<file path="config.mk">
export PLATFORM = sky130hd
export DESIGN_NAME = imm_encoder
export DESIGN_NICKNAME = d
export VERILOG_FILES = /design/src/rtl/imm_pkg.sv /design/src/rtl/imm_enc_fifo.sv /design/src/rtl/imm_encoder.sv
export SDC_FILE = /design/constraint.sdc
export NUM_CORES = 1
export LEC_CHECK = 0
export CAP_MARGIN = 20
export CORE_MARGIN = 2
export CORE_UTILIZATION = 50
export CTS_BUF_LIST = sky130_fd_sc_hd__clkbuf_16
export DETAILED_ROUTE_END_ITERATION = 8
export PLACE_DENSITY_LB_ADDON = 0.3
export SKIP_LAST_GASP = 1
export SLEW_MARGIN = 15
export SYNTH_ARGS = -nofsm -noshare
export SYNTH_HDL_FRONTEND = slang
export SYNTH_SLANG_ARGS = --single-unit
</file>
<file path="constraint.sdc">
create_clock -name clk -period 8.8 [get_ports clk]
set_input_delay 1.76 -clock clk [delete_from_list [all_inputs] [get_ports clk]]
set_output_delay 1.76 -clock clk [all_outputs]
set_load 0.02 [all_outputs]
</file>
<file path="src/rtl/imm_pkg.sv">
// Shared types and helpers for the RISC-V immediate encoder: format select,
// per-format immediate field masks, field scattering and range checking.
package imm_pkg;

    localparam int IMM_W = 32;

    typedef enum logic [2:0] {
        IMM_I   = 3'b000,
        IMM_S   = 3'b001,
        IMM_B   = 3'b010,
        IMM_U   = 3'b011,
        IMM_J   = 3'b100,
        IMM_UNS = 3'b101
    } imm_src_t;

    // Indexed by the 3-bit select; codes 110/111 reuse the I-format mask.
    localparam logic [7:0][IMM_W-1:0] MASK = {
        32'hFFF0_0000,  // 111 -> I
        32'hFFF0_0000,  // 110 -> I
        32'hFFF0_0000,  // UNS
        32'hFFFF_F000,  // J
        32'hFFFF_F000,  // U
        32'hFE00_0F80,  // B
        32'hFE00_0F80,  // S
        32'hFFF0_0000   // I
    };

    function automatic imm_src_t decodeSrc(input logic [2:0] raw);
        imm_src_t fmt;
        case (raw)
            3'b001:  fmt = IMM_S;
            3'b010:  fmt = IMM_B;
            3'b011:  fmt = IMM_U;
            3'b100:  fmt = IMM_J;
            3'b101:  fmt = IMM_UNS;
            default: fmt = IMM_I;
        endcase
        return fmt;
    endfunction

    function automatic logic [IMM_W-1:0] immFields(input imm_src_t fmt,
                                                   input logic [IMM_W-1:0] imm);
        logic [IMM_W-1:0] fields;
        case (fmt)
            IMM_S:   fields = {imm[11:5], 13'b0, imm[4:0], 7'b0};
            IMM_B:   fields = {imm[12], imm[10:5], 13'b0, imm[4:1], imm[11], 7'b0};
            IMM_U:   fields = {imm[31:12], 12'b0};
            IMM_J:   fields = {imm[20], imm[10:1], imm[11], imm[19:12], 12'b0};
            default: fields = {imm[11:0], 20'b0};
        endcase
        return fields;
    endfunction

    // A signed field is representable when every bit above its top bit
    // matches that top bit, i.e. the upper slice is all ones or all zeros.
    function automatic logic rangeErr(input imm_src_t fmt,
                                      input logic [IMM_W-1:0] imm);
        logic sext11;
        logic sext12;
        logic sext20;
        logic err;
        sext11 = (&imm[31:11]) | ~(|imm[31:11]);
        sext12 = (&imm[31:12]) | ~(|imm[31:12]);
        sext20 = (&imm[31:20]) | ~(|imm[31:20]);
        case (fmt)
            IMM_B:   err = imm[0] | ~sext12;
            IMM_U:   err = |imm[11:0];
            IMM_J:   err = imm[0] | ~sext20;
            IMM_UNS: err = |imm[31:12];
            default: err = ~sext11;
        endcase
        return err;
    endfunction

endpackage

</file>
<file path="src/rtl/imm_enc_fifo.sv">
// Two-entry synchronous FIFO with valid/ready on both sides; the ready
// flag depends only on registered occupancy, never on the pop side.
module imm_enc_fifo #(
    parameter int            DW         = 65,
    parameter logic [DW-1:0] RESET_DATA = '0
) (
    input  logic          clk,
    input  logic          rst,
    input  logic          pushValid_i,
    output logic          pushReady_o,
    input  logic [DW-1:0] pushData_i,
    output logic          popValid_o,
    input  logic          popReady_i,
    output logic [DW-1:0] popData_o
);

    logic [DW-1:0] mem_q [2];
    logic          wrPtr_q;
    logic          wrPtr_d;
    logic          rdPtr_q;
    logic          rdPtr_d;
    logic [1:0]    count_q;
    logic [1:0]    count_d;
    logic          doPush;
    logic          doPop;

    // Gating with rst keeps both handshakes idle during the reset cycle.
    assign pushReady_o = !rst && (count_q != 2'd2);
    assign popValid_o  = !rst && (count_q != 2'd0);
    assign doPush      = pushValid_i && pushReady_o;
    assign doPop       = popValid_o && popReady_i;
    assign popData_o   = mem_q[rdPtr_q];

    always_comb begin
        wrPtr_d = wrPtr_q ^ doPush;
        rdPtr_d = rdPtr_q ^ doPop;
        count_d = count_q;
        if (doPush && !doPop) begin
            count_d = count_q + 2'd1;
        end else if (!doPush && doPop) begin
            count_d = count_q - 2'd1;
        end
    end

    always_ff @(posedge clk) begin
        if (rst) begin
            for (int i = 0; i < 2; i++) begin
                mem_q[i] <= RESET_DATA;
            end
            wrPtr_q <= 1'b0;
            rdPtr_q <= 1'b0;
            count_q <= 2'd0;
        end else begin
            if (doPush) begin
                mem_q[wrPtr_q] <= pushData_i;
            end
            wrPtr_q <= wrPtr_d;
            rdPtr_q <= rdPtr_d;
            count_q <= count_d;
        end
    end

endmodule

</file>
<file path="src/rtl/imm_encoder.sv">
// Immediate encoder: scatters an immediate into a blank instruction word,
// flags values the format cannot hold, and tags each word with its address.
module imm_encoder
    import imm_pkg::*;
#(
    parameter int           W    = 32,
    parameter logic [W-1:0] BASE = 32'h0000_0000
) (
    input  logic         clk,
    input  logic         rst,
    input  logic         in_valid,
    output logic         in_ready,
    input  logic [2:0]   IMMsrc,
    input  logic [W-1:0] base_instr,
    input  logic [W-1:0] imm,
    input  logic         restart,
    output logic         out_valid,
    input  logic         out_ready,
    output logic [W-1:0] out_instr,
    output logic [W-1:0] out_addr,
    output logic         out_err,
    output logic         err_sticky
);

    localparam int DW = 2 * W + 1;

    imm_src_t      fmt;
    logic [W-1:0]  encInstr;
    logic          encErr;
    logic          accept;
    logic [W-1:0]  wordAddr;
    logic [W-1:0]  addrCnt_q;
    logic [W-1:0]  addrCnt_d;
    logic          errSticky_q;
    logic          errSticky_d;
    logic [DW-1:0] pushData;
    logic [DW-1:0] popData;

    assign fmt      = decodeSrc(IMMsrc);
    assign encInstr = (base_instr & ~MASK[fmt]) | immFields(fmt, imm);
    assign encErr   = rangeErr(fmt, imm);
    assign accept   = in_valid && in_ready;

    // A restart in the same cycle as an accept hands that word BASE itself.
    assign wordAddr = restart ? BASE : addrCnt_q;
    assign pushData = {encErr, wordAddr, encInstr};

    always_comb begin
        addrCnt_d   = addrCnt_q;
        errSticky_d = errSticky_q | (accept & encErr);
        if (accept) begin
            addrCnt_d = wordAddr + W'(4);
        end else if (restart) begin
            addrCnt_d = BASE;
        end
    end

    always_ff @(posedge clk) begin
        if (rst) begin
            addrCnt_q   <= BASE;
            errSticky_q <= 1'b0;
        end else begin
            addrCnt_q   <= addrCnt_d;
            errSticky_q <= errSticky_d;
        end
    end

    imm_enc_fifo #(
        .DW         (DW),
        .RESET_DATA ({1'b0, BASE, {W{1'b0}}})
    ) u_fifo (
        .clk         (clk),
        .rst         (rst),
        .pushValid_i (in_valid),
        .pushReady_o (in_ready),
        .pushData_i  (pushData),
        .popValid_o  (out_valid),
        .popReady_i  (out_ready),
        .popData_o   (popData)
    );

    assign out_instr  = popData[W-1:0];
    assign out_addr   = popData[2*W-1:W];
    assign out_err    = popData[DW-1];
    assign err_sticky = errSticky_q;

endmodule

</file>
Word-level counts from Yosys, hierarchy flattened --
Memory sizes are Yosys's and may differ from the RTL's. A register that Yosys moved wholly into a read port is not among the register bits. Cells that the tools add are included.
Cells by class: $lt $le $gt $ge 1, $add $sub $neg 3, reduce and logical (&&, ||, !) cells 19, equality and inequality tests 11, bitwise gates (word level) 18, multiplexer cells 17
Operators by type and width (count):
- 32-bit case mux with 4 select lines | 1
- 32-bit two-way mux | 3
- 65-bit two-way mux | 1
- 65-bit OR reduction | 1
- 32-bit by 3-bit adder with 32-bit output (second input constant) | 1
- 32-bit bitwise AND | 1
- 32-bit NOT | 1
- 32-bit bitwise OR | 1
- 12-bit OR reduction | 2
- 21-bit AND reduction | 1
- 21-bit OR reduction | 1
- 20-bit AND reduction | 1
- 20-bit OR reduction | 1
- 3-bit case mux with 5 select lines | 1
- 3-bit by 2-bit == test with 1-bit output (second input constant) | 4
- 3-bit == test (second input constant) | 4
- 12-bit AND reduction | 1
- 1-bit two-way mux | 8
- 3-bit by 1-bit == test with 1-bit output (second input constant) | 2
- 1-bit logical AND | 6
- 1-bit NOT | 6
- 1-bit bitwise OR | 6
- 3-bit by 4-bit less-than comparator with 1-bit output (second input constant) | 1
- 2-bit two-way mux | 2
- 8 further kinds | 12
Word-level totals: bits in writable memories 130, memories 2, bits in registers 37, output and inout port bits 68, memory bits (read-only) 256, word-level logic and storage cells 76
Memory list:
- (no name shown) | depth 8, width 32, rd ports 1, clocked after memory_dff 0, write ports 0, line imm_encoder.sv:40 | assign encInstr = (base_instr & ~MASK[fmt]) | immFields(fmt, imm);
- u_fifo.mem_q | depth 2, width 65, rd ports 1, clocked after memory_dff 1, write ports 2, line imm_enc_fifo.sv:17 | logic [DW-1:0] mem_q [2];

Depth between registers and ports, before layout --
Gate-level depths: netlist of the first run.
word-level depth 8, mapped depth 11

By module --
A second synthesis of the first run with hierarchy kept.
Unflattened totals: cell total of the unflattened synthesis 683, area, all modules 8339.2 um2
Modules (own cells, without submodules):
- imm_enc_fifo | times used 1, cells an instance 376, area an instance 5909.4 um2, seq. area each 3983.8 um2
- imm_encoder | times used 1, cells an instance 307, area an instance 2429.8 um2, seq. area each 660.6 um2

Least setup slack after synthesis of the first run --
Ideal clock, no wire load.
kind input port to flip-flop, from input port rst, to memory u_fifo.mem_q[0][0] (enable), required time 8103 ps, buffers on the path 3, arrival time 4199 ps, slack 3905 ps, stages on the path 8, cells stage by stage clkbuf_1 > nor2_1 > nand2_1 > inv_1 > nand2b_1 > clkbuf_1 > buf_1 > nand2_1
RTL lines:
- from (decl) | line imm_encoder.sv:10 | input logic rst,
- to (decl) | line imm_enc_fifo.sv:17

Final worst setup path of the first run --
from input port rst, to output port out_valid
On the way: longest elaborated chain between the ends 2
RTL lines:
- 1-bit zero test | line imm_enc_fifo.sv:29 | assign popValid_o = !rst && (count_q != 2'd0);
- 1-bit logical AND | line imm_enc_fifo.sv:29
- to (decl) | line imm_encoder.sv:17 | output logic out_valid,
Every way passes these cells.

==> flow_summary.toml, run 1 <==
[status]
outcome = "finished, final reports clean"

[layout]
final_cell_mix = "132 x clkdlybuf4s50_1, 130 x edfxtp_1, 128 x nor2_1"
fill_cells = 1186
multi_input_area_um2 = 3040
seq_area_um2 = 4650
n_antenna_cell = 0
final_common_cell = "clkdlybuf4s50_1"
final_nets = 879
drive_gt1_share_pct = 14.5
synthToLayoutAreaGrowth_pct = 26.2

[synthesis]
avgSynthCellArea_um2 = 11.6
synth_fa_ha_area_share_pct = 1.27
synth_edf_count = 130
synth-compound-area-share_pct = 4.91
ys_seq_area_share_pct = 59.0
ys_ff_latch = 167
synth-main-ff-cell = "edfxtp_1"
synth-xor-area-share_pct = 2.00
syn_area_um2 = 7880
synth-simple-area-share_pct = 19.3
async_reset_ff_share_pct = 0
synth.distinct_cells = 48
yosys_warnings = 0
synth_nets = 757
synth_top_family_by_area = "simple AND/OR/NAND/NOR gates"
netlist_instances = 677
synth_mux_area_share_pct = 11.0

[global_route]
antenna_found_initial = 0
grt_overflow = 0
grt_max_degree = 49
grt_use_total_pct = 22.8
grt_first_pass_wirelength_um = 29300
grt_pass1_vias = 5939

[sta]
whs_ns = 0.485
worstMarginPinSlew_ns = 1.08
setup_viol = 0
min_period_over_period_pct = 57.2
drv_slew = 0
min_period_ns = 5.04
tns_ns = 0
fmax_ghz = 0.199
slew_headroom_pct = 27.9
hold_viol = 0
rsz0062_at_grt = "no"
finalClockSkew_ns = 0.00745
postLayoutSetupSlackWorst_ns = 3.76

[setup_path]
crit_top_cell = "clkdlybuf4s50_1"
crit_type = "in2out"
crit_fanout = 29
start_kind = "primary input"
max_stage_delay_ns = 0.64
crit_chain = "clkdlybuf4s50_1, buf_4, nor2_1, clkdlybuf4s50_1"
worst_ep_required_time_ns = 7.04
cp.arrival_ns = 3.28
crit_path_end_kind = "output pin"
slowest_stage = "clkdlybuf4s50_1"

[detailed_routing]
drtPass1Iterations = 7
num_vias = 5794
wl_per_cell_um = 18.5
drtAntennaViolNets = 0
viasPerCell = 5.66
dr.first_iter.drc_count = 494
drc_errors = 0
drt_wl_total_um = 18900

[floorplan]
core-area_um2 = 15300
die-area_um2 = 16800
ios = 140
rows = 45
die_h_um = 130
initial_core_util_pct = 51.4
die_w_um = 130

[pwr]
power_per_cell_area_nw_per_um2 = 196
p_seq_share_pct = 47.1
power_switching_mw = 0.504
total_power_mw = 1.95
p_int_mw = 1.45
p_leak_nw = 3.65
ir_worst_vdd_v = 0.000139
swShare_pct = 25.8
clkPwrFrac_pct = 35.7
pwr-share-comb_pct = 17.2

[placement]
dp_hpwl_um = 12400
place_congestion = 0.852
place_ws_ns = 3.52
port_buffers = 132

[clock_network]
post_cts_resized = 0
hold_buffers = 0
htree_levels = 4
cts_max_path_buffers = 2
clk-insertion-delay-late_ns = 0.42
clk_pin_slew_ns = 0.06
cts_buffers = 17
cts_root_buffer = "clkbuf_16"
numClockSinks = 167
cts_setup_buffers = 0
cts_tree = "yes"

[hold_path]
hold_class = "reg2reg"

[job]
drv_cap = 0
-- critical path: cells and delay by family --
kind                   cells  cell delay (ns)
AND/OR/NAND/NOR            1             0.21
buffers and inverters      3             1.29
-- stage by stage --
step	cells	area [µm²]	utilization, %
6_report	1023	9940	64.9
3_3_place_gp	991	9390	61.3
5_1_grt	1023	9940	64.9
3_5_place_dp	991	9390	61.3
2_1_floorplan	677	7880	-
4_1_cts	1023	9940	64.9
-- worst paths after layout --
kind | from | to | slack (ns) | cells past startpoint
worst max-delay path | rst | out_valid | 3.76 | 4
worst min-delay path | addrCnt_q[0] | addrCnt_q[0] | 0.48 | 1
worst max register to register | u_fifo.count_q[1] | u_fifo.mem_q[0][25] | 5.62 | 8
worst min register to register | addrCnt_q[0] | addrCnt_q[0] | 0.48 | 1
-- routing by layer --
layer | track usage (%) | wire length [µm] | share of wire [%]
met1 | 26.7 | 7600 | 40
met2 | 41.6 | 9680 | 51
met3 | 4.05 | 1210 | 6.4
met4 | 9.04 | 433 | 2.3
met5 | 0 | 0 | 0
-- state kept, by name (all words and copies together), names as in the netlist --
register / cells
err_sticky: 1
addrCnt_q: 32
u_fifo.rdPtr_q: 1
u_fifo.mem_q: 130
u_fifo.count_q: 2
u_fifo.wrPtr_q: 1
-- power groups by stage --
stage	registers (mW)	logic [mW]	clock network, mW
final	0.919	0.336	0.697
after global placement	0.932	0.332	0
after floorplan	0.927	0.190	0
after global routing	0.923	0.358	0.737
after CTS	0.919	0.339	0.708
after detailed placement	0.936	0.336	0
-- cell families after synthesis --
group / count (synthesis)
multiplexers: 78
flip-flops: 167
XOR/XNOR: 18
buffers and inverters: 52
AND/OR/NAND/NOR: 301
adder cells (fa/ha/maj): 8
AO/OA/AOI/OAI: 53
-- Yosys cell counts, types with 5 or more instances --
cell,number,area share (%)
inv_1,15,0.71
nand3_1,9,0.57
clkbuf_1,27,1.3
nor2_1,128,6.1
nor3_1,10,0.64
mux2i_1,12,1.5
xor2_1,8,0.89
dfxtp_1,37,9.4
a22oi_1,11,1.0
mux2_2,65,9.3
nand2_1,29,1.4
nand4_1,15,1.2
ha_1,8,1.3
a21oi_1,11,0.70
edfxtp_1,130,50
or4_1,5,0.48
and2_1,35,2.8
and3_1,14,1.1
buf_1,9,0.43
nand2b_1,23,1.8
or3_1,7,0.56
nor4_1,9,0.71
xnor2_1,10,1.1
-- final cells by class --
type / count / area share (%)
clock buffers: 17 / 4.28
repair buffers: 140 / 13.9
well taps: 211 / 2.66
inverters: 15 / 0.566
multi-input cells: 458 / 30.6
flip-flops and latches: 167 / 46.7
clock inverters: 15 / 1.30
No activity file was read; power rests on OpenSTA's default activity.
==> inputs of run 2 (changes only) <==
--- a/config.mk
+++ b/config.mk
@@ -7,7 +7,7 @@
 export LEC_CHECK = 0
 export CAP_MARGIN = 20
 export CORE_MARGIN = 2
-export CORE_UTILIZATION = 50
+export CORE_UTILIZATION = 48
 export CTS_BUF_LIST = sky130_fd_sc_hd__clkbuf_16
 export DETAILED_ROUTE_END_ITERATION = 8
 export PLACE_DENSITY_LB_ADDON = 0.3
==> constraint.sdc (replaced) <==
create_clock -name clk -period 4.5 [get_ports clk]
set_input_delay 0.9 -clock clk [delete_from_list [all_inputs] [get_ports clk]]
set_output_delay 0.9 -clock clk [all_outputs]
set_load 0.02 [all_outputs]
==> flow_summary.toml, run 2 (synthesized netlist as in run 1, its figures left out) <==
[floorplan]
core-area_um2 = 15900
die-area_um2 = 17500
rows = 46
die_h_um = 132
ios = 140
initial_core_util_pct = 49.4
die_w_um = 132

[setup_path]
crit_top_cell = "ha_1"
worst_ep_required_time_ns = 4.66
cp.arrival_ns = 3.70
crit_type = "in2reg"
crit_fanout = 8
crit_path_end_kind = "register"
crit_chain = "clkdlybuf4s50_1, inv_1, ha_1, a21oi_1, o21a_1, ha_1, nor2b_1, buf_4, o21ai_0, a22oi_1, nor2_1"
start_kind = "primary input"
slowest_stage = "clkdlybuf4s50_1"
max_stage_delay_ns = 0.53

[layout]
final_cells = 1037
synthToLayoutAreaGrowth_pct = 28.7
final_common_cell = "clkdlybuf4s50_1"
drive_gt1_share_pct = 15.2
largest_reg_flops = 130
n_antenna_cell = 0
final_nets = 888
largest-register = "u_fifo.mem_q"
stdcell_area_um2 = 10100
final_cell_mix = "132 x clkdlybuf4s50_1, 130 x edfxtp_1, 128 x nor2_1"
reg_top3 = "u_fifo.mem_q: 130 flops, addrCnt_q: 32 flops, u_fifo.count_q: 2 flops"

[clock_network]
clk-insertion-delay-late_ns = 0.43
cts_buffers = 17
numClockSinks = 167
htree_levels = 4
clk_pin_slew_ns = 0.06
hold_buffers = 0
cts_tree = "yes"
post_cts_resized = 0
cts_root_buffer = "clkbuf_16"
cts_max_path_buffers = 2
cts_setup_buffers = 0

[sta]
min_period_ns = 3.54
worstMarginPinSlew_ns = 0.727
tns_ns = 0
rsz0062_at_grt = "no"
finalClockSkew_ns = 0.00877
postLayoutSetupSlackWorst_ns = 0.962
drv_slew = 0
slew_headroom_pct = 51.3
min_period_over_period_pct = 78.6
setup_viol = 0
hold_viol = 0
fmax_ghz = 0.283

[detailed_routing]
drtAntennaViolNets = 0
num_vias = 5804
wl_per_cell_um = 18.4
drtPass1Iterations = 5
dr.first_iter.drc_count = 621
viasPerCell = 5.60
drt_wl_total_um = 19000
drc_errors = 0

[placement]
post_dp_cell_area_um2 = 9490
port_buffers = 132
place_ws_ns = 0.549
dp_hpwl_um = 12800
placed_cells = 1005
place_congestion = 0.873

[global_route]
antenna_found_initial = 0
grt_use_total_pct = 22.1
grt_first_pass_wirelength_um = 30100
grt_overflow = 0
grt_max_degree = 48
grt_pass1_vias = 5903

[status]
outcome = "finished, final reports clean"

[pwr]
p_leak_nw = 3.75
power_per_cell_area_nw_per_um2 = 399
ir_worst_vdd_v = 0.000258

[job]
drv_cap = 0

[hold_path]
hold_class = "reg2reg"
-- run 2: changes by cell type in the layout (fill, tap and decap cells not counted), sizes merged --
cell / delta
clkinvlp: -3
bufinv: +4
buf: +9
inv: -1
-- run 2: per-stage QoR --
| step | hold slack (ns) | power [mW] | utilization (%) |
|---|---|---|---|
| after CTS | 0.478 | 4.08 | 63.6 |
| after detailed placement | 0.463 | 2.50 | 59.5 |
| after global routing | 0.487 | 4.19 | 63.6 |
| after global placement | 0.451 | 2.48 | 59.5 |
| final | 0.475 | 4.05 | 63.6 |
| after floorplan | 0.435 | 2.18 | - |
-- run 2: power breakdown --
group	total, mW	switching, mW	internal (mW)
Combinational	0.669	0.350	0.319
Clock	1.59	0.599	0.988
Sequential	1.79	0.0370	1.76
Total	4.05	0.986	3.06
-- run 2: critical path: cells and delay by family --
kind                     cells  cell delay, ns
buffers and inverters        3            0.83
AND/OR/NAND/NOR              2            0.54
adder cells (fa/ha/maj)      2            0.56
AO/OA/AOI/OAI                4            0.87
-- run 2: path summary, 6_finish.rpt --
kind | from | to | slack, ns | cells past startpoint
max | IMMsrc[1] | u_fifo.mem_q[0][26] | 0.96 | 11
min | addrCnt_q[1] | addrCnt_q[1] | 0.47 | 1
max reg2reg | u_fifo.count_q[0] | u_fifo.mem_q[1][0] | 1.97 | 7
min reg2reg | addrCnt_q[1] | addrCnt_q[1] | 0.47 | 1
-- run 2: area by class of cell --
class,instances,area [µm²]
Clock inverter,15,225
Multi-Input combinational cell,458,3040
Tap cell,216,270
Fill cell,1237,5800
Sequential cell,167,4650
Inverter,15,56.3
Clock buffer,17,425
Timing Repair Buffer,149,1470
-- run 2: layer usage --
| metal | up-vias | GRT usage (%) | wire length [µm] |
|---|---|---|---|
| met1 | 2843 | 27.7 | 7970 |
| met2 | 220 | 37.7 | 9490 |
| met3 | 26 | 4.88 | 1250 |
| met5 | - | 0 | 0 |
| li1 | 2715 | - | - |
| met4 | 0 | 8.21 | 340 |
==> inputs of run 3 (changes only) <==
--- a/config.mk
+++ b/config.mk
@@ -7,7 +7,7 @@
 export LEC_CHECK = 0
 export CAP_MARGIN = 20
 export CORE_MARGIN = 2
-export CORE_UTILIZATION = 48
+export CORE_UTILIZATION = 50
 export CTS_BUF_LIST = sky130_fd_sc_hd__clkbuf_16
 export DETAILED_ROUTE_END_ITERATION = 8
 export PLACE_DENSITY_LB_ADDON = 0.3
==> constraint.sdc (replaced) <==
create_clock -name clk -period 3.4 [get_ports clk]
set_input_delay 0.68 -clock clk [delete_from_list [all_inputs] [get_ports clk]]
set_output_delay 0.68 -clock clk [all_outputs]
set_load 0.02 [all_outputs]
==> flow_summary.toml, run 3 (synthesized netlist as in run 1, its figures left out) <==
[layout]
largest_reg_flops = 130
final_cells = 1038
seq_area_um2 = 4650
final_common_cell = "clkdlybuf4s50_1"
final_cell_mix = "132 x clkdlybuf4s50_1, 130 x edfxtp_1, 128 x nor2_1"
drive_gt1_share_pct = 15.1
final_util_pct = 65.8
final_nets = 894
synthToLayoutAreaGrowth_pct = 27.9
reg_top3 = "u_fifo.mem_q: 130 flops, addrCnt_q: 32 flops, u_fifo.count_q: 2 flops"
multi_input_area_um2 = 3040
n_antenna_cell = 0
fill_cells = 1193
largest-register = "u_fifo.mem_q"

[pwr]
swShare_pct = 25.5
power_per_cell_area_nw_per_um2 = 498
power_switching_mw = 1.28
p_seq_share_pct = 47.1
clkPwrFrac_pct = 34.8
p_leak_nw = 3.74
p_int_mw = 3.74
total_power_mw = 5.02
pwr-share-comb_pct = 18.1
ir_worst_vdd_v = 0.000364

[hold_path]
hold_class = "reg2reg"

[clock_network]
htree_levels = 4
cts_setup_buffers = 0
clk_pin_slew_ns = 0.06
clk-insertion-delay-late_ns = 0.43
cts_tree = "yes"
post_cts_resized = 0
numClockSinks = 167
cts_buffers = 17
hold_buffers = 0
cts_root_buffer = "clkbuf_16"
cts_max_path_buffers = 2

[detailed_routing]
num_vias = 5843
drc_errors = 0
drtAntennaViolNets = 0
wl_per_cell_um = 18.5
drtPass1Iterations = 5
dr.first_iter.drc_count = 420
viasPerCell = 5.63
drt_wl_total_um = 19200

[setup_path]
crit_type = "in2reg"
worst_ep_required_time_ns = 3.56
reg2regPathDepth = 7
r2r_slack_ns = 0.95
slowest_stage = "clkdlybuf4s50_1"
crit_chain = "clkdlybuf4s50_1, inv_1, ha_1, a21oi_1, o21a_1, inv_1, ha_1, nor3_1, or2_2, a222oi_1, nor2_1"
timing.rr.end = "u_fifo.mem_q[1][52]"
crit_path_end_kind = "register"
cp-endpoint = "u_fifo.mem_q[0][24]"
crit_fanout = 6
cp.arrival_ns = 3.21
rr_startpoint = "u_fifo.count_q[0]"
max_stage_delay_ns = 0.50
cp-startpoint = "IMMsrc[1]"
start_kind = "primary input"

[floorplan]
core-area_um2 = 15300
die_h_um = 130
die_w_um = 130
ios = 140
initial_core_util_pct = 51.4
rows = 45
die-area_um2 = 16800

[global_route]
grt_first_pass_wirelength_um = 29700
antenna_found_initial = 0
grt_max_degree = 66
grt_overflow = 0
grt_use_total_pct = 23.3
grt_pass1_vias = 5897

[sta]
min_period_ns = 3.04
rsz0062_at_grt = "no"
worstMarginPinSlew_ns = 1.07
fmax_ghz = 0.329
setup_viol = 0
drv_slew = 0
finalClockSkew_ns = 0.00593
postLayoutSetupSlackWorst_ns = 0.357
min_period_over_period_pct = 89.5
slew_headroom_pct = 28.3
hold_viol = 0

[placement]
placed_cells = 1006
port_buffers = 132
place_congestion = 0.889
dp_hpwl_um = 12600
place_ws_ns = -0.0156

[job]
drv_cap = 0

[status]
outcome = "finished, final reports clean"
run 3: changes by cell type in the layout (fill, tap and decap cells not counted), sizes merged:
| cell | previous run | this run |
|---|---|---|
| buf | 17 | 23 |
| inv | 17 | 20 |
| clkinv | 7 | 8 |
| bufinv | 5 | 1 |
run 3: how the worst min path moves through the flow:
stage | depth (start not counted) | endpoint | slack (ns) | from
6_report | 1 | addrCnt_q[0] | 0.48 | addrCnt_q[0]
3_3_place_gp | 1 | addrCnt_q[0] | 0.45 | addrCnt_q[0]
2_1_floorplan | 1 | addrCnt_q[0] | 0.44 | addrCnt_q[0]
4_1_cts | 1 | addrCnt_q[0] | 0.48 | addrCnt_q[0]
3_5_place_dp | 1 | addrCnt_q[0] | 0.46 | addrCnt_q[0]
5_1_grt | 1 | addrCnt_q[0] | 0.50 | addrCnt_q[0]
run 3: power by group through the flow:
stage                     clock (mW)  sequential [mW]  combinational [mW]
after floorplan                    0             2.40               0.492
after global placement             0             2.40               0.898
after detailed placement           0             2.41               0.909
after CTS                       1.77             2.37               0.916
after global routing            1.85             2.38               0.966
final                           1.75             2.37               0.910
run 3: stage by stage:
step	hold slack, ns	instance area (µm²)	TNS (ns)
6_report	0.484	10100	0
5_1_grt	0.501	10100	0
4_1_cts	0.475	10100	0
3_5_place_dp	0.462	9550	-0.0483
3_3_place_gp	0.450	9550	0
2_1_floorplan	0.435	7880	0
run 3: worst max-delay path, delay by kind of cell:
family / cells / cell delay, ns
AO/OA/AOI/OAI: 3 / 0.78
adder cells (fa/ha/maj): 2 / 0.62
buffers and inverters: 3 / 0.64
AND/OR/NAND/NOR: 3 / 0.50
run 3: area by class of cell:
cell class / count / share of cell area [%]
repair buffers: 155 / 15.3
clock inverters: 15 / 0.993
multi-input cells: 458 / 30.2
well taps: 211 / 2.62
inverters: 15 / 0.559
clock buffers: 17 / 4.22
flip-flops and latches: 167 / 46.1
run 3: routing by layer:
| metal | wire length (µm) | GRT usage [%] | vias to the layer above |
|---|---|---|---|
| met4 | 376 | 8.54 | 0 |
| met5 | 0 | 0 | - |
| met3 | 1380 | 5.74 | 35 |
| li1 | - | - | 2719 |
| met1 | 7950 | 28.2 | 2868 |
| met2 | 9490 | 40.6 | 221 |
